--- src/rtl/ps2kb_rx.sv ---
// PS/2 keyboard receiver: pin conditioning, 11-bit frame check, E0/F0 prefix
// folding and a show-ahead key-event FIFO for the MIO keyboard read port.
module ps2kb_rx #(
    parameter int unsigned FIFO_DEPTH  = 8,
    parameter int unsigned FILT_LEN    = 4,
    parameter int unsigned TIMEOUT_CYC = 200000
) (
    input  logic       clk,
    input  logic       rst,
    input  logic       ps2_clk,
    input  logic       ps2_data,
    input  logic       ps2kb_rd,
    output logic [9:0] ps2kb_key,
    output logic       ps2_ready,
    output logic       ps2_overflow,
    output logic [7:0] ps2_err_cnt
);

    localparam int unsigned PTR_W  = $clog2(FIFO_DEPTH);
    localparam int unsigned CNT_W  = PTR_W + 1;
    localparam int unsigned FILT_W = $clog2(FILT_LEN + 1);
    localparam int unsigned TMO_W  = $clog2(TIMEOUT_CYC + 1);

    typedef enum logic [1:0] {
        IDLE   = 2'd0,
        DATA   = 2'd1,
        PARITY = 2'd2,
        STOP   = 2'd3
    } state_t;

    function automatic logic [7:0] sat_inc(input logic [7:0] v);
        return (v == 8'hFF) ? v : v + 8'd1;
    endfunction

    logic [1:0]        clk_sync;
    logic [1:0]        data_sync;
    logic              fclk;
    logic [FILT_W-1:0] filt_cnt;
    logic              strobe;
    logic              din;

    state_t            state;
    logic [2:0]        bit_cnt;
    logic [7:0]        shreg;
    logic              par_bit;
    logic [TMO_W-1:0]  tmo_cnt;
    logic              byte_vld;
    logic [7:0]        rx_byte;

    logic              ext;
    logic              brk;
    logic [9:0]        mem [FIFO_DEPTH];
    logic [PTR_W-1:0]  wr_ptr;
    logic [PTR_W-1:0]  rd_ptr;
    logic [CNT_W-1:0]  count;
    logic              rd_q;

    logic              push_c;
    logic              pop_c;
    logic              pop_ok_c;
    logic              push_ok_c;
    logic              full_c;
    logic              empty_c;

    assign din = data_sync[1];

    // Two-flop synchronizers; idle bus level is high
    always_ff @(posedge clk or negedge rst) begin
        if (!rst) begin
            clk_sync  <= 2'b11;
            data_sync <= 2'b11;
        end else begin
            clk_sync  <= {clk_sync[0], ps2_clk};
            data_sync <= {data_sync[0], ps2_data};
        end
    end

    // Clock filter: fclk follows only after FILT_LEN consecutive differing samples;
    // strobe marks the cycle after fclk falls
    always_ff @(posedge clk or negedge rst) begin
        if (!rst) begin
            fclk     <= 1'b1;
            filt_cnt <= '0;
            strobe   <= 1'b0;
        end else begin
            strobe <= 1'b0;
            if (clk_sync[1] == fclk) begin
                filt_cnt <= '0;
            end else if (filt_cnt == FILT_W'(FILT_LEN - 1)) begin
                fclk     <= clk_sync[1];
                filt_cnt <= '0;
                strobe   <= ~clk_sync[1];
            end else begin
                filt_cnt <= filt_cnt + FILT_W'(1);
            end
        end
    end

    // Frame FSM with inter-strobe timeout
    always_ff @(posedge clk or negedge rst) begin
        if (!rst) begin
            state       <= IDLE;
            bit_cnt     <= '0;
            shreg       <= '0;
            par_bit     <= 1'b0;
            tmo_cnt     <= '0;
            byte_vld    <= 1'b0;
            rx_byte     <= '0;
            ps2_err_cnt <= '0;
        end else begin
            byte_vld <= 1'b0;
            if (strobe) begin
                tmo_cnt <= '0;
                case (state)
                    IDLE: begin
                        if (!din) begin
                            state   <= DATA;
                            bit_cnt <= '0;
                        end
                    end
                    DATA: begin
                        shreg   <= {din, shreg[7:1]};
                        bit_cnt <= bit_cnt + 3'd1;
                        if (bit_cnt == 3'd7) begin
                            state <= PARITY;
                        end
                    end
                    PARITY: begin
                        par_bit <= din;
                        state   <= STOP;
                    end
                    STOP: begin
                        if (din && (^{shreg, par_bit})) begin
                            byte_vld <= 1'b1;
                            rx_byte  <= shreg;
                        end else begin
                            ps2_err_cnt <= sat_inc(ps2_err_cnt);
                        end
                        state <= IDLE;
                    end
                    default: state <= IDLE;
                endcase
            end else if (state != IDLE) begin
                if (tmo_cnt == TMO_W'(TIMEOUT_CYC - 1)) begin
                    state       <= IDLE;
                    tmo_cnt     <= '0;
                    ps2_err_cnt <= sat_inc(ps2_err_cnt);
                end else begin
                    tmo_cnt <= tmo_cnt + TMO_W'(1);
                end
            end else begin
                tmo_cnt <= '0;
            end
        end
    end

    always_comb begin
        push_c    = byte_vld && (rx_byte != 8'hE0) && (rx_byte != 8'hF0);
        pop_c     = ps2kb_rd && !rd_q;
        empty_c   = (count == '0);
        full_c    = (count == CNT_W'(FIFO_DEPTH));
        pop_ok_c  = pop_c && !empty_c;
        push_ok_c = push_c && (!full_c || pop_ok_c);
    end

    always_ff @(posedge clk) begin
        if (push_ok_c) begin
            mem[wr_ptr] <= {ext, brk, rx_byte};
        end
    end

    // Prefix flags, FIFO pointers and registered read-port outputs
    always_ff @(posedge clk or negedge rst) begin
        if (!rst) begin
            ext          <= 1'b0;
            brk          <= 1'b0;
            wr_ptr       <= '0;
            rd_ptr       <= '0;
            count        <= '0;
            rd_q         <= 1'b0;
            ps2_overflow <= 1'b0;
            ps2_ready    <= 1'b0;
            ps2kb_key    <= '0;
        end else begin
            rd_q <= ps2kb_rd;
            if (byte_vld) begin
                if (rx_byte == 8'hE0) begin
                    ext <= 1'b1;
                end else if (rx_byte == 8'hF0) begin
                    brk <= 1'b1;
                end else begin
                    ext <= 1'b0;
                    brk <= 1'b0;
                end
            end
            if (push_ok_c) begin
                wr_ptr <= wr_ptr + PTR_W'(1);
            end
            if (pop_ok_c) begin
                rd_ptr <= rd_ptr + PTR_W'(1);
            end
            if (push_ok_c && !pop_ok_c) begin
                count <= count + CNT_W'(1);
            end else if (pop_ok_c && !push_ok_c) begin
                count <= count - CNT_W'(1);
            end
            if (push_c && !push_ok_c) begin
                ps2_overflow <= 1'b1;
            end else if (pop_ok_c) begin
                ps2_overflow <= 1'b0;
            end
            ps2_ready <= !empty_c;
            ps2kb_key <= empty_c ? 10'd0 : mem[rd_ptr];
        end
    end

endmodule

--- config.mk ---
export PLATFORM = sky130hd
export DESIGN_NAME = ps2kb_rx
export DESIGN_NICKNAME = d
export VERILOG_FILES = /design/src/rtl/ps2kb_rx.sv
export SDC_FILE = /design/constraint.sdc
export NUM_CORES = 1
export LEC_CHECK = 0
export BUFFER_PORTS_ARGS = -buffer_cell sky130_fd_sc_hd__buf_2
export CAP_MARGIN = 20
export CORE_ASPECT_RATIO = 0.75
export CORE_MARGIN = 2
export CORE_UTILIZATION = 55
export DETAILED_ROUTE_END_ITERATION = 12
export PLACE_DENSITY = 0.69
export SLEW_MARGIN = 20
export SYNTH_ARGS = -nofsm -noshare
export SYNTH_HDL_FRONTEND = slang
export SYNTH_SLANG_ARGS = --single-unit
--- constraint.sdc ---
create_clock -name clk -period 5.3 [get_ports clk]
set_clock_uncertainty 0.15 [all_clocks]
set_input_delay 0.265 -clock clk [delete_from_list [all_inputs] [get_ports clk]]
set_output_delay 0.265 -clock clk [all_outputs]
set_load 0.02 [all_outputs]
* Word-level counts from Yosys, hierarchy flattened
Memories as Yosys holds them, arrays and structs flattened.
Index checks and enable logic that the tools add are counted.
** Word-level totals
- Flip-flop bits (word level) :: 83
- Bits in writable memories :: 80
- Bits of input ports :: 5
- Output and inout bits :: 20
- Word-level logic and storage cells :: 120
- Memories :: 1
** Operators by class
- $add $sub $neg :: 8
- Equal/unequal tests :: 19
- Muxes and demuxes :: 34
- Bitwise logic cells :: 3
- Reduce and logical (&&, ||, !) cells :: 33
** Memory list
- mem :: depth 8, width 10, rd ports 1, clocked after memory_dff 0, wr ports 1, RTL line 52 : logic [9:0] mem [FIFO_DEPTH];
** Operators with widths (number)
- $mux 18 :: 3
- $mux 8 :: 6
- $eq 8x8->1 const B :: 3
- $add 18x1->18 const B :: 1
- $eq 18x18->1 const B :: 1
- $ne 8x8->1 const B :: 2
- $add 3x1->3 const B :: 4
- $mux 1 :: 12
- $reduce_bool 2->1 :: 6
- $mux 10 :: 1
- $mux 2 :: 5
- $reduce_and 2->1 :: 5
- $logic_and 1x1->1 :: 9
- $mux 3 :: 3
- $reduce_xor 9->1 :: 1
- $add 8x1->8 const B :: 1
- $mux 4 :: 2
- $pmux 2 s4 :: 1
- $reduce_and 4->1 :: 2
- $ne 2x2->1 const B :: 3
- $ne 3x3->1 const B :: 2
- $pmux 3 s2 :: 1
- $reduce_and 3->1 :: 2
- $logic_not 1->1 :: 5
- 13 further kinds :: 16

* Longest topological paths before layout
Gate-level depths: netlist (run 1).
- Word-level depth :: 9
- Mapped depth :: 12
- Depth with buffers taken out :: 12

* Worst setup path before layout (run 1)
OpenSTA, ideal clock, no wires.
- Path kind :: register -> register
- Start :: reg rx_byte[2]
- End :: reg count[3]
- Library setup time :: 0.125 ns
- Arrival time :: 2.395 ns
- Required time :: 5.025 ns
- Setup slack :: 2.629 ns
- Cell stages (with the launch flop) :: 13
- Buffers on the path :: 0
- Clock period less this slack :: 2.671 ns
- Cell sequence :: dfrtp_1 -> nand4b_1 -> o41a_1 -> nand2_1 -> inv_1 -> ha_1 -> inv_1 -> ha_1 -> a21o_1 -> a21oi_1 -> xnor2_1 -> nor2_1 -> xor2_1
** On the way
- Word-level cells in the longest chain between the ends :: 7
- Elaborated cells between the ends (all ways) :: 10
- Classes of those cells :: 2 x eq/ne; 1 x mux; 7 x reduce/logical
** Ends and longest elaborated chain
- start, declared :: RTL line 48 : logic [7:0] rx_byte;
- start signal, assigned :: RTL line 135 : rx_byte <= shreg;
- $ne 8x8->1 :: RTL line 158 : push_c = byte_vld && (rx_byte != 8'hE0) && (rx_byte != 8'hF0);
- $logic_and 1x1->1 :: RTL line 158
- $logic_and 1x1->1 (*) :: RTL line 158
- $logic_and 1x1->1 (*) :: RTL line 163 : push_ok_c = push_c && (!full_c || pop_ok_c);
- via push_ok_c :: RTL line 61 : logic push_ok_c;
- $logic_not 1->1 :: RTL line 204 : end else if (pop_ok_c && !push_ok_c) begin
- $logic_and 1x1->1 :: RTL line 204
- $reduce_bool 2->1 (no line)
- end signal, assigned :: RTL line 203 : count <= count + CNT_W'(1);
- end signal, assigned :: RTL line 205 : count <= count - CNT_W'(1);
- end, declared :: RTL line 55 : logic [CNT_W-1:0] count;
Mark *: on every way through the listed nets, which the timed path passes. The rest lies on a longest branch.
A chain may end at the register's enable or synchronous reset.

* Worst setup path after layout (run 1)
- Start :: reg rx_byte[5]
- End :: reg count[3]
The elaborated chain is that of the path after synthesis.

==> metrics.txt, run 1 <==
# TYPE chip_impl_metric gauge
chip_impl_info{name="status",value="finished, final reports clean"} 1
chip_impl_metric{name="cts_setup_buffers",unit=""} 0
chip_impl_metric{name="synth_edf_count",unit=""} 80
chip_impl_metric{name="synthXorXnorAreaFrac",unit=""} 0.05273
chip_impl_metric{name="synth_seq_cells",unit=""} 163
chip_impl_metric{name="post-route-min-period",unit="ns"} 3.093
chip_impl_metric{name="grt_util_all_layers",unit=""} 0.2027
chip_impl_info{name="tritoncts",value="done"} 1
chip_impl_info{name="synth.area.top_cells",value="sky130_fd_sc_hd__edfxtp_1, sky130_fd_sc_hd__dfrtp_1, sky130_fd_sc_hd__mux4_2, sky130_fd_sc_hd__ha_1, sky130_fd_sc_hd__xnor2_1"} 1
chip_impl_metric{name="yosysTopAreaCellShare",unit=""} 0.3603
chip_impl_metric{name="hold-path-cell-count",unit=""} 0
chip_impl_info{name="worstSetupEndpointType",value="register"} 1
chip_impl_metric{name="sw_frac_of_total",unit=""} 0.2799
chip_impl_metric{name="power.switching",unit="uW"} 862.4
chip_impl_metric{name="tightest_slew",unit="ns"} 1.081
chip_impl_metric{name="globalRoute.totalOverflow",unit=""} 0
chip_impl_metric{name="drt_iter0_drc",unit=""} 405
chip_impl_metric{name="post_synthesis_cell_area",unit="um^2"} 6668
chip_impl_metric{name="core_region_area",unit="um^2"} 11700
chip_impl_metric{name="vdd.ir_drop.worst",unit="uV"} 308.6
chip_impl_info{name="setup_repair_after_global_routing_missed_its_margin",value="false"} 1
chip_impl_info{name="timing.critical_path.from_type",value="register"} 1
chip_impl_metric{name="start_util",unit=""} 0.5699
chip_impl_metric{name="yosysSeqAreaShare",unit=""} 0.6727
chip_impl_metric{name="timing.slew.headroom",unit=""} 0.2790
chip_impl_metric{name="chip_height",unit="um"} 99.36
chip_impl_metric{name="arithmetic_cell_share_of_the_synthesized_area_counting_full_adders_half_adders_and_majority_gates",unit=""} 0.02927
chip_impl_metric{name="clkLatencyLatePin",unit="ns"} 0.41
chip_impl_info{name="yosys-top-cells-count",value="sky130_fd_sc_hd__edfxtp_1, sky130_fd_sc_hd__dfrtp_1, sky130_fd_sc_hd__nor2_1, sky130_fd_sc_hd__nand2_1, sky130_fd_sc_hd__mux4_2"} 1
chip_impl_info{name="cts.root.buffer_cell",value="sky130_fd_sc_hd__clkbuf_16"} 1
chip_impl_metric{name="reg2reg_path_depth",unit=""} 12
chip_impl_metric{name="required",unit="ns"} 5.45
chip_impl_metric{name="dr.pass1.iters",unit=""} 4
chip_impl_metric{name="io_buffer_count",unit=""} 24
chip_impl_metric{name="fin_total_pwr",unit="mW"} 3.081
chip_impl_metric{name="synth_cell_types",unit=""} 48
chip_impl_metric{name="wl_per_cell",unit="um"} 18.34
chip_impl_metric{name="internal_power",unit="mW"} 2.218
chip_impl_metric{name="pwr-share-comb",unit=""} 0.128
chip_impl_metric{name="setup_total_negative_slack",unit="ns"} 0
chip_impl_metric{name="setup_viol",unit=""} 0
chip_impl_metric{name="drive_gt1_frac",unit=""} 0.2305
chip_impl_metric{name="area_growth",unit="%"} 14.30
chip_impl_metric{name="synth_compound_gate_area_share",unit=""} 0.02383
chip_impl_metric{name="postRouteWirelength",unit="um"} 11890
chip_impl_metric{name="hold_viol",unit=""} 0
chip_impl_metric{name="max_freq",unit="MHz"} 323.3
chip_impl_metric{name="cap_violations",unit=""} 0
chip_impl_metric{name="via_count_of_the_first_global_routing_pass",unit=""} 3686
chip_impl_metric{name="route.detailed.drc",unit=""} 0
chip_impl_metric{name="layout_setup_ws",unit="ns"} 2.207
chip_impl_metric{name="antennaDiodeCount",unit=""} 0
chip_impl_metric{name="detailedPlacementHpwl",unit="um"} 7368
chip_impl_info{name="yosys.cell_count.top_type",value="sky130_fd_sc_hd__edfxtp_1"} 1
chip_impl_metric{name="cts_buffers",unit=""} 17
chip_impl_metric{name="multiplexer_area_fraction_after_synthesis",unit=""} 0.1178
chip_impl_metric{name="synth-warning-count",unit=""} 0
chip_impl_metric{name="ant_nets",unit=""} 0
chip_impl_info{name="synth_largest_area_cell",value="sky130_fd_sc_hd__edfxtp_1"} 1
chip_impl_metric{name="ctsHtreeMaxLevel",unit=""} 4
chip_impl_metric{name="grt_first_pass_wirelength",unit="um"} 19890
chip_impl_metric{name="crit_arrival",unit="ns"} 3.24
chip_impl_metric{name="gpl.final_weighted_congestion",unit=""} 0.7752
chip_impl_metric{name="core_rows",unit=""} 34
chip_impl_metric{name="synth_async_sr_flop_share",unit=""} 0.5092
chip_impl_info{name="hold_path.class",value="register to register"} 1
chip_impl_metric{name="antenna_violations_before_repair",unit=""} 0
chip_impl_info{name="most_used_flip_flop_cell_after_synthesis",value="sky130_fd_sc_hd__edfxtp_1"} 1
chip_impl_metric{name="clk_path_buf_depth",unit=""} 2
chip_impl_info{name="dominant_combinational_cell_family_by_area_after_synthesis",value="multiplexers"} 1
chip_impl_metric{name="routed-via-count",unit=""} 3514
chip_impl_metric{name="cell_count_after_synthesis",unit=""} 430
chip_impl_info{name="criticalPathCategory",value="register to register"} 1
chip_impl_metric{name="grt_max_degree",unit=""} 84
chip_impl_metric{name="leak_pwr",unit="nW"} 3.163
chip_impl_metric{name="share_clk_of_total_power",unit=""} 0.360
chip_impl_metric{name="die_x",unit="um"} 131.1
chip_impl_metric{name="power_density",unit="nW/um^2"} 404.3
chip_impl_metric{name="cts.sinks",unit=""} 163
chip_impl_metric{name="final-max-slew-violation-count",unit=""} 0
chip_impl_metric{name="num-nets-final",unit=""} 493
chip_impl_metric{name="dp_slack",unit="ns"} 2.217
chip_impl_metric{name="io-pin-count",unit=""} 25
chip_impl_metric{name="pwr-share-seq",unit=""} 0.511
chip_impl_metric{name="clock_pin_transition_on_the_worst_setup_and_hold_timing_paths",unit="ns"} 0.07
chip_impl_metric{name="floorplan.die_area",unit="um^2"} 13030
chip_impl_metric{name="final.period_utilization",unit=""} 0.5837
chip_impl_metric{name="routed_via_density",unit=""} 5.423
chip_impl_metric{name="net_count_after_synthesis",unit=""} 450
chip_impl_metric{name="path_max_fanout",unit=""} 10
chip_impl_metric{name="synthesized_area_fraction_occupied_by_and_or_nand_nor_cells",unit=""} 0.09007
chip_impl_metric{name="postSynthAreaPerCell",unit="um^2"} 15.51
## worst max-delay path, cell delays in order, from the launching register on
cell                       delay (ns)
sky130_fd_sc_hd__dfrtp_1         0.54
sky130_fd_sc_hd__nand4b_1        0.16
sky130_fd_sc_hd__o41a_1          0.40
sky130_fd_sc_hd__nand2_1         0.30
sky130_fd_sc_hd__inv_1           0.16
sky130_fd_sc_hd__ha_1            0.23
sky130_fd_sc_hd__inv_1           0.11
sky130_fd_sc_hd__ha_1            0.24
sky130_fd_sc_hd__a21o_1          0.17
sky130_fd_sc_hd__a21oi_1         0.17
sky130_fd_sc_hd__xnor2_1         0.14
sky130_fd_sc_hd__nor2_1          0.07
sky130_fd_sc_hd__xor2_1          0.14
## per-layer routing
metal,up-vias,part of all wire,GRT usage,wire [um]
li1,1664,-,-,-
met1,1760,0.48,0.3157,5657
met2,81,0.45,0.2915,5406
met3,9,0.062,0.03976,732
met4,0,0.0077,0.06605,91
met5,-,0,0,0
## logic make-up after synthesis
family / after synthesis
compound gates: 24
simple gates: 118
xor+xnor: 37
fa+ha+maj: 15
buf+inv: 23
flops: 163
mux: 50
## cell type report
type                            instances  area (um^2)
Clock buffer                           17        425.4
Fill cell                             836         4078
Sequential cell                       163         4487
Multi-Input combinational cell        244         2137
Timing Repair Buffer                   35        219.0
Clock inverter                         15        105.1
Tap cell                              162        202.7
Inverter                               12        45.04
## sequential cells by signal (all words and copies together), names as in the netlist, 2 cells and up
signal,flops
bit_cnt,3
clk_sync,2
count,4
data_sync,2
filt_cnt,3
mem,80
ps2_err_cnt,8
ps2kb_key,10
rd_ptr,3
rx_byte,8
shreg,8
state,2
tmo_cnt,18
wr_ptr,3
## stage by stage
stage / area [um^2] / cells / hold WS, ns / utilization
after floorplan: 6668 / 430 / -0.1806 / -
final: 7621 / 648 / 0.2136 / 0.6514
after global routing: 7621 / 648 / 0.2181 / 0.6514
after global placement: 7038 / 612 / 0.1960 / 0.6016
after CTS: 7609 / 648 / 0.2146 / 0.6504
after detailed placement: 7038 / 612 / 0.2014 / 0.6016
## power by group through the flow
stage | combinational [mW] | clock, mW | sequential, mW
after floorplan | 0.325 | 0 | 1.54
after global placement | 0.387 | 0 | 1.60
after detailed placement | 0.397 | 0 | 1.61
after CTS | 0.399 | 1.13 | 1.58
after global routing | 0.434 | 1.19 | 1.60
final | 0.395 | 1.11 | 1.58
## cells in the final DEF (no fill, tap or decap), types with 14 or more instances in the layout
cell type                   synthesis  final
sky130_fd_sc_hd__dfrtp_1           78     77
sky130_fd_sc_hd__xor2_1            16     16
sky130_fd_sc_hd__ha_1              14     14
sky130_fd_sc_hd__xnor2_1           19     19
sky130_fd_sc_hd__nand2_1           24     24
sky130_fd_sc_hd__edfxtp_1          80     80
sky130_fd_sc_hd__clkbuf_16          0     17
sky130_fd_sc_hd__nand3_1           17     17
sky130_fd_sc_hd__buf_2              2     23
sky130_fd_sc_hd__mux4_2            20     20
sky130_fd_sc_hd__nor2_1            36     36
## what timing repair did
item | in CTS | in global routing
resized for setup | 0 | 0
hold buffers | 4 | 0
endpoints found under the hold margin | 81 | 0
setup endpoints to repair | 0 | 0
## path summary, 6_finish.rpt
path	startpoint	endpoint	slack (ns)
worst max-delay path	rx_byte[5]	count[3]	2.21
worst min-delay path	data_sync[0]	data_sync[1]	0.21
worst max register to register	rx_byte[5]	count[3]	2.21
worst min register to register	data_sync[0]	data_sync[1]	0.21
max in group asynchronous	rst	rd_ptr[0]	4.13
min in group asynchronous	rst	ps2kb_key[4]	0.34
Power figures use the tool's default switching activity.
==> run 2, diff against run 1 <==
--- a/config.mk
+++ b/config.mk
@@ -11,7 +11,7 @@
 export CORE_MARGIN = 2
 export CORE_UTILIZATION = 55
 export DETAILED_ROUTE_END_ITERATION = 12
-export PLACE_DENSITY = 0.69
+export PLACE_DENSITY = 0.72
 export SLEW_MARGIN = 20
 export SYNTH_ARGS = -nofsm -noshare
 export SYNTH_HDL_FRONTEND = slang
==> constraint.sdc (replaced) <==
create_clock -name clk -period 2.8 [get_ports clk]
set_clock_uncertainty 0.15 [all_clocks]
set_input_delay 0.14 -clock clk [delete_from_list [all_inputs] [get_ports clk]]
set_output_delay 0.14 -clock clk [all_outputs]
set_load 0.02 [all_outputs]
==> run 2 against run 1 <==
Compared with the run above:
- sequential cell count did not move
- via count rose by 4.4%
- critical endpoint unchanged
- sequential share of layout area decreased by 1.2 points
- maximum frequency grew 13%
- count of clock-buffer cells in the layout grew 2
==> metrics.txt, run 2 (synthesis gave the netlist of run 1 again) <==
# TYPE chip_impl_metric gauge
chip_impl_metric{name="routed_via_density",unit=""} 5.508
chip_impl_metric{name="grt_max_degree",unit=""} 82
chip_impl_info{name="critPathLaunch",value="rx_byte[2]"} 1
chip_impl_metric{name="floorplan.die_area",unit="um^2"} 13030
chip_impl_metric{name="fin_total_pwr",unit="mW"} 6.026
chip_impl_metric{name="timing.critical_path.slowest_cell_delay",unit="ns"} 0.46
chip_impl_info{name="tritoncts",value="done"} 1
chip_impl_metric{name="num-nets-final",unit=""} 511
chip_impl_info{name="mostFrequentLayoutCells",value="sky130_fd_sc_hd__edfxtp_1, sky130_fd_sc_hd__dfrtp_1, sky130_fd_sc_hd__nor2_1"} 1
chip_impl_info{name="worstSetupEndpointType",value="register"} 1
chip_impl_info{name="cts.root.buffer_cell",value="sky130_fd_sc_hd__clkbuf_16"} 1
chip_impl_metric{name="clkLatencyLatePin",unit="ns"} 0.41
chip_impl_info{name="hold_path.class",value="input port to asynchronous set/reset pin"} 1
chip_impl_metric{name="whs",unit="ns"} 0.1822
chip_impl_info{name="top_regs",value="mem x80, tmo_cnt x18, ps2kb_key x10"} 1
chip_impl_metric{name="placedInstanceArea",unit="um^2"} 7147
chip_impl_metric{name="grt_util_all_layers",unit=""} 0.2018
chip_impl_metric{name="tightest_slew",unit="ns"} 0.9449
chip_impl_metric{name="route.detailed.drc",unit=""} 0
chip_impl_metric{name="crit_arrival",unit="ns"} 2.88
chip_impl_metric{name="cts_buffers",unit=""} 17
chip_impl_metric{name="timing.slew.headroom",unit=""} 0.3678
chip_impl_metric{name="setup_total_negative_slack",unit="ns"} 0
chip_impl_metric{name="via_count_of_the_first_global_routing_pass",unit=""} 3808
chip_impl_metric{name="post-route-min-period",unit="ns"} 2.736
chip_impl_metric{name="antenna_violations_before_repair",unit=""} 0
chip_impl_metric{name="drive_gt1_frac",unit=""} 0.2579
chip_impl_metric{name="met2_global_route_usage",unit=""} 0.3109
chip_impl_metric{name="detailedPlacementHpwl",unit="um"} 7734
chip_impl_info{name="crit_end",value="count[3]"} 1
chip_impl_metric{name="start_util",unit=""} 0.5699
chip_impl_info{name="most_common_cell_type_on_the_critical_path",value="sky130_fd_sc_hd__inv_2"} 1
chip_impl_metric{name="max_freq",unit="MHz"} 365.6
chip_impl_metric{name="postRouteWirelength",unit="um"} 12050
chip_impl_metric{name="core_region_area",unit="um^2"} 11700
chip_impl_metric{name="ant_nets",unit=""} 0
chip_impl_metric{name="routed-via-count",unit=""} 3668
chip_impl_info{name="rr_startpoint",value="rx_byte[2]"} 1
chip_impl_metric{name="largest_register_ffs",unit=""} 80
chip_impl_info{name="r2r-end",value="count[3]"} 1
chip_impl_metric{name="cts.sinks",unit=""} 163
chip_impl_metric{name="clock_pin_transition_on_the_worst_setup_and_hold_timing_paths",unit="ns"} 0.06
chip_impl_metric{name="gpl.final_weighted_congestion",unit=""} 0.8101
chip_impl_metric{name="core_rows",unit=""} 34
chip_impl_metric{name="path_max_fanout",unit=""} 5
chip_impl_info{name="timing.critical_path.from_type",value="register"} 1
chip_impl_info{name="most_frequent_standard_cell_in_the_layout_excluding_fill_and_tap_cells",value="sky130_fd_sc_hd__edfxtp_1"} 1
chip_impl_metric{name="reg2reg_path_depth",unit=""} 12
chip_impl_metric{name="antennaDiodeCount",unit=""} 0
chip_impl_metric{name="grt_use_met1",unit=""} 0.2946
chip_impl_metric{name="dp_slack",unit="ns"} 0.03783
chip_impl_metric{name="layout_setup_ws",unit="ns"} 0.06445
chip_impl_metric{name="finalInstanceArea",unit="um^2"} 7775
chip_impl_info{name="status",value="finished, final reports clean"} 1
chip_impl_metric{name="setup_viol",unit=""} 0
chip_impl_metric{name="io_buffer_count",unit=""} 24
chip_impl_info{name="criticalPathCategory",value="register to register"} 1
chip_impl_metric{name="globalRoute.totalOverflow",unit=""} 0
chip_impl_metric{name="globalRouteMet3Util",unit=""} 0.04995
chip_impl_metric{name="die_x",unit="um"} 131.1
chip_impl_metric{name="area_growth",unit="%"} 16.61
chip_impl_info{name="critical-path-slowest-cell",value="sky130_fd_sc_hd__o41a_1"} 1
chip_impl_metric{name="ctsHtreeMaxLevel",unit=""} 4
chip_impl_metric{name="vdd.ir_drop.worst",unit="uV"} 639.8
chip_impl_metric{name="reg2reg_slack",unit="ns"} 0.06
chip_impl_metric{name="cap_violations",unit=""} 0
chip_impl_metric{name="final.period_utilization",unit=""} 0.9770
chip_impl_metric{name="drt_iter0_drc",unit=""} 373
chip_impl_metric{name="leak_pwr",unit="nW"} 3.253
chip_impl_info{name="top_reg_by_flops",value="mem"} 1
chip_impl_metric{name="chip_height",unit="um"} 99.36
chip_impl_metric{name="placed_cells",unit=""} 629
chip_impl_info{name="busiest_layer",value="met2"} 1
chip_impl_info{name="critical_path.cell_chain",value="nand4b_1, o41a_1, nand2_1, inv_2, ha_2, inv_2, ha_1, a21o_1, a21oi_2, xnor2_1, nor2_1, xor2_1"} 1
chip_impl_metric{name="io-pin-count",unit=""} 25
chip_impl_metric{name="hold_viol",unit=""} 0
chip_impl_metric{name="dr.pass1.iters",unit=""} 7
chip_impl_metric{name="required",unit="ns"} 2.94
chip_impl_metric{name="wl_per_cell",unit="um"} 18.09
chip_impl_metric{name="clk_path_buf_depth",unit=""} 2
chip_impl_metric{name="fin_cells",unit=""} 666
chip_impl_metric{name="grt_first_pass_wirelength",unit="um"} 19880
chip_impl_metric{name="power_density",unit="nW/um^2"} 775.0
chip_impl_metric{name="final-max-slew-violation-count",unit=""} 0
chip_impl_metric{name="finish.utilization",unit=""} 0.6646
[run 2: worst max-delay path: cells and delay by family (launching register included)]
family	cells	cell delay, ns
adder cells (fa/ha/maj)	2	0.42
buffers and inverters	2	0.15
AO/OA/AOI/OAI	3	0.83
XOR/XNOR	2	0.29
flip-flops	1	0.37
AND/OR/NAND/NOR	3	0.41
[run 2: area by class of cell]
cell class | count | area (um^2)
repair buffers | 53 | 354.1
flip-flops and latches | 163 | 4486
clock inverters | 13 | 137.6
well taps | 162 | 202.7
clock buffers | 19 | 432.9
fillers | 814 | 3924
multi-input cells | 244 | 2117
inverters | 12 | 45.04
[run 2: worst min path at each step]
stage                        start      endpoint  slack, ns  cells past startpoint
after floorplan                rst    bit_cnt[0]      -0.31                      0
after global placement    ps2_data  data_sync[0]       0.09                      1
after detailed placement  ps2_data  data_sync[0]        0.1                      1
after CTS                  ps2_clk   clk_sync[0]       0.20                      2
after global routing       ps2_clk   clk_sync[0]       0.21                      2
final                          rst      count[2]       0.18                      2
[run 2: power breakdown]
part	internal, mW	switching [mW]
clock	1.31	0.900
combinational	0.450	0.449
sequential	2.66	0.257
[run 2: what timing repair did]
action / CTS / global route
resized for setup: 0 / 4
endpoints found under the hold margin: 82 / 0
buffers inserted: 0 / 1
hold buffers: 4 / 0
setup endpoints to repair: 0 / 1
[run 2: layer usage]
metal  up-vias  wire length, um
li1       1701                -
met1      1875             5565
met3         2              645
met4         0               38
met5         -                0
met2        90             5798
==> run 3, diff against run 2 <==
==> constraint.sdc (replaced) <==
create_clock -name clk -period 2.38 [get_ports clk]
set_clock_uncertainty 0.15 [all_clocks]
set_input_delay 0.119 -clock clk [delete_from_list [all_inputs] [get_ports clk]]
set_output_delay 0.119 -clock clk [all_outputs]
set_load 0.02 [all_outputs]
==> run 3 against run 2 <==
Compared with the run above:
- first-iteration DRC count is 23% lower
- worst setup slack got worse by 0.056 ns
- sequential cell count unchanged
- clock power grew 24%
- sequential power grew 13%
- utilization increased by 1.9 points
- design area is 2.8% higher
- sequential share of layout area down 1.6 points
- critical path type unchanged
==> metrics.txt, run 3 (synthesis gave the netlist of run 1 again) <==
# TYPE chip_impl_metric gauge
chip_impl_info{name="top_regs",value="mem x80, tmo_cnt x18, ps2kb_key x10"} 1
chip_impl_metric{name="fin_total_pwr",unit="mW"} 7.306
chip_impl_metric{name="postRouteWirelength",unit="um"} 12390
chip_impl_metric{name="final-max-slew-violation-count",unit=""} 0
chip_impl_metric{name="area_growth",unit="%"} 19.85
chip_impl_info{name="timing.critical_path.from_type",value="register"} 1
chip_impl_metric{name="post-route-min-period",unit="ns"} 2.372
chip_impl_metric{name="grt_use_met1",unit=""} 0.2957
chip_impl_metric{name="routed_via_density",unit=""} 5.446
chip_impl_metric{name="crit_arrival",unit="ns"} 2.53
chip_impl_metric{name="io-pin-count",unit=""} 25
chip_impl_metric{name="pwr-share-seq",unit=""} 0.453
chip_impl_metric{name="via_count_of_the_first_global_routing_pass",unit=""} 3900
chip_impl_metric{name="dr.pass1.iters",unit=""} 4
chip_impl_metric{name="antenna_violations_before_repair",unit=""} 1
chip_impl_metric{name="routed-via-count",unit=""} 3703
chip_impl_metric{name="core_rows",unit=""} 34
chip_impl_metric{name="floorplan.die_area",unit="um^2"} 13030
chip_impl_info{name="status",value="finished, final reports clean"} 1
chip_impl_info{name="setup_repair_after_global_routing_missed_its_margin",value="true"} 1
chip_impl_info{name="tritoncts",value="done"} 1
chip_impl_metric{name="core_region_area",unit="um^2"} 11700
chip_impl_metric{name="detailedPlacementHpwl",unit="um"} 7804
chip_impl_info{name="mostFrequentLayoutCells",value="sky130_fd_sc_hd__edfxtp_1, sky130_fd_sc_hd__dfrtp_1, sky130_fd_sc_hd__buf_4"} 1
chip_impl_metric{name="power_density",unit="nW/um^2"} 914.2
chip_impl_info{name="cts.root.buffer_cell",value="sky130_fd_sc_hd__clkbuf_16"} 1
chip_impl_metric{name="leak_pwr",unit="nW"} 3.355
chip_impl_metric{name="cts_buffers",unit=""} 17
chip_impl_metric{name="globalRouteMet3Util",unit=""} 0.05403
chip_impl_metric{name="num-fill-cells",unit=""} 774
chip_impl_metric{name="final.period_utilization",unit=""} 0.9964
chip_impl_metric{name="globalRoute.totalOverflow",unit=""} 0
chip_impl_metric{name="route.detailed.drc",unit=""} 0
chip_impl_metric{name="tightest_slew",unit="ns"} 0.7631
chip_impl_metric{name="start_util",unit=""} 0.5699
chip_impl_metric{name="grt_util_all_layers",unit=""} 0.2073
chip_impl_metric{name="chip_height",unit="um"} 99.36
chip_impl_info{name="criticalPathCategory",value="register to register"} 1
chip_impl_metric{name="setup_viol",unit=""} 0
chip_impl_metric{name="num-nets-final",unit=""} 524
chip_impl_metric{name="sw_frac_of_total",unit=""} 0.2614
chip_impl_metric{name="path_max_fanout",unit=""} 3
chip_impl_metric{name="io_buffer_count",unit=""} 24
chip_impl_metric{name="ant_nets",unit=""} 0
chip_impl_metric{name="cts.sinks",unit=""} 163
chip_impl_metric{name="clk_path_buf_depth",unit=""} 2
chip_impl_metric{name="reg2reg_path_depth",unit=""} 12
chip_impl_metric{name="pwr-share-comb",unit=""} 0.171
chip_impl_metric{name="die_x",unit="um"} 131.1
chip_impl_info{name="most_frequent_standard_cell_in_the_layout_excluding_fill_and_tap_cells",value="sky130_fd_sc_hd__edfxtp_1"} 1
chip_impl_metric{name="largest_register_ffs",unit=""} 80
chip_impl_metric{name="finalInstanceArea",unit="um^2"} 7991
chip_impl_metric{name="ctsHtreeMaxLevel",unit=""} 4
chip_impl_metric{name="grt_first_pass_wirelength",unit="um"} 20340
chip_impl_metric{name="area.sequential",unit="um^2"} 4486
chip_impl_metric{name="max_freq",unit="MHz"} 421.7
chip_impl_metric{name="clkLatencyLatePin",unit="ns"} 0.42
chip_impl_metric{name="setup_total_negative_slack",unit="ns"} 0
chip_impl_metric{name="drive_gt1_frac",unit=""} 0.2921
chip_impl_metric{name="internal_power",unit="mW"} 5.396
chip_impl_info{name="top_reg_by_flops",value="mem"} 1
chip_impl_metric{name="drt_iter0_drc",unit=""} 286
chip_impl_metric{name="cap_violations",unit=""} 0
chip_impl_metric{name="required",unit="ns"} 2.53
chip_impl_metric{name="vdd.ir_drop.worst",unit="uV"} 587.7
chip_impl_metric{name="clock_pin_transition_on_the_worst_setup_and_hold_timing_paths",unit="ns"} 0.06
chip_impl_metric{name="wl_per_cell",unit="um"} 18.22
chip_impl_metric{name="met2_global_route_usage",unit=""} 0.3223
chip_impl_info{name="hold_path.class",value="input port to asynchronous set/reset pin"} 1
chip_impl_metric{name="share_clk_of_total_power",unit=""} 0.377
chip_impl_metric{name="timing.slew.headroom",unit=""} 0.4913
chip_impl_metric{name="grt_max_degree",unit=""} 47
chip_impl_metric{name="multi_input_area",unit="um^2"} 2177
chip_impl_metric{name="hold_viol",unit=""} 0
chip_impl_metric{name="gpl.final_weighted_congestion",unit=""} 0.7985
chip_impl_metric{name="placedInstanceArea",unit="um^2"} 7287
chip_impl_info{name="busiest_layer",value="met2"} 1
chip_impl_info{name="worstSetupEndpointType",value="register"} 1
chip_impl_metric{name="power.switching",unit="mW"} 1.910
-- run 3: cell count changes in the layout (fill, tap and decap cells not counted), moves of 2 or more --
cell | before | now
sky130_fd_sc_hd__ha_4 | 0 | 2
sky130_fd_sc_hd__nor3b_4 | 0 | 2
sky130_fd_sc_hd__buf_4 | 25 | 37
sky130_fd_sc_hd__nor3b_1 | 5 | 3
sky130_fd_sc_hd__buf_12 | 0 | 2
-- run 3: metal layers --
layer | part of all wire | vias up
met2 | 0.47 | 89
met3 | 0.063 | 6
met4 | 0.0069 | 0
met1 | 0.46 | 1878
li1 | - | 1730
met5 | 0 | -
-- run 3: metrics by stage --
stage | setup slack (ns) | utilization | std cells | hold WS [ns]
5_1_grt | -0.1361 | 0.6829 | 679 | 0.1409
3_3_place_gp | -0.04111 | 0.6229 | 641 | -0.01901
3_5_place_dp | -0.08147 | 0.6229 | 641 | -0.009367
6_report | 0.008467 | 0.6831 | 680 | 0.07720
4_1_cts | -0.01703 | 0.6795 | 677 | 0.1008
2_1_floorplan | -0.1979 | - | 430 | -0.3266
-- run 3: worst max-delay path, stage by stage, from the launching register on --
cell	delay, ns
sky130_fd_sc_hd__dfrtp_1	0.37
sky130_fd_sc_hd__nand4b_1	0.18
sky130_fd_sc_hd__o41a_1	0.35
sky130_fd_sc_hd__nand2_2	0.10
sky130_fd_sc_hd__inv_4	0.05
sky130_fd_sc_hd__ha_4	0.15
sky130_fd_sc_hd__inv_2	0.07
sky130_fd_sc_hd__ha_4	0.19
sky130_fd_sc_hd__a21o_1	0.18
sky130_fd_sc_hd__a21oi_2	0.14
sky130_fd_sc_hd__xnor2_1	0.13
sky130_fd_sc_hd__nor2_1	0.06
sky130_fd_sc_hd__xor2_1	0.13
-- run 3: timing repair --
item / 4_1_cts / 5_1_grt
pin swaps: 1 / 2
setup endpoints to repair: 21 / 6
setup buffers: 0 / 2
hold endpoints to repair: 76 / 0
hold buffers: 4 / 0
gates resized for setup: 4 / 5
-- run 3: final timing paths --
kind / slack [ns] / startpoint / to
setup / recovery: 0.008 / rx_byte[2] / count[3]
hold / removal: 0.08 / rst / rd_ptr[0]
setup reg to reg: 0.008 / rx_byte[2] / count[3]
hold reg to reg: 0.21 / data_sync[0] / data_sync[1]
max in group asynchronous: 1.31 / rst / clk_sync[1]
min in group clk: 0.19 / ps2_clk / clk_sync[0]
-- run 3: power by group through the flow --
stage | clock [mW] | sequential [mW] | combinational (mW)
2_1_floorplan | 0 | 3.42 | 0.727
3_3_place_gp | 0 | 3.35 | 1.20
3_5_place_dp | 0 | 3.36 | 1.23
4_1_cts | 2.79 | 3.31 | 1.25
5_1_grt | 2.92 | 3.33 | 1.38
6_report | 2.75 | 3.31 | 1.25
-- run 3: layout make-up --
| class | instances | area share |
|---|---|---|
| Clock buffer | 19 | 0.05543 |
| Clock inverter | 13 | 0.02004 |
| Antenna cell | 1 | 0.0003131 |
| Timing Repair Buffer | 66 | 0.05918 |
| Multi-Input combinational cell | 244 | 0.2724 |
| Inverter | 12 | 0.005950 |
| Sequential cell | 163 | 0.5613 |
| Tap cell | 162 | 0.02536 |
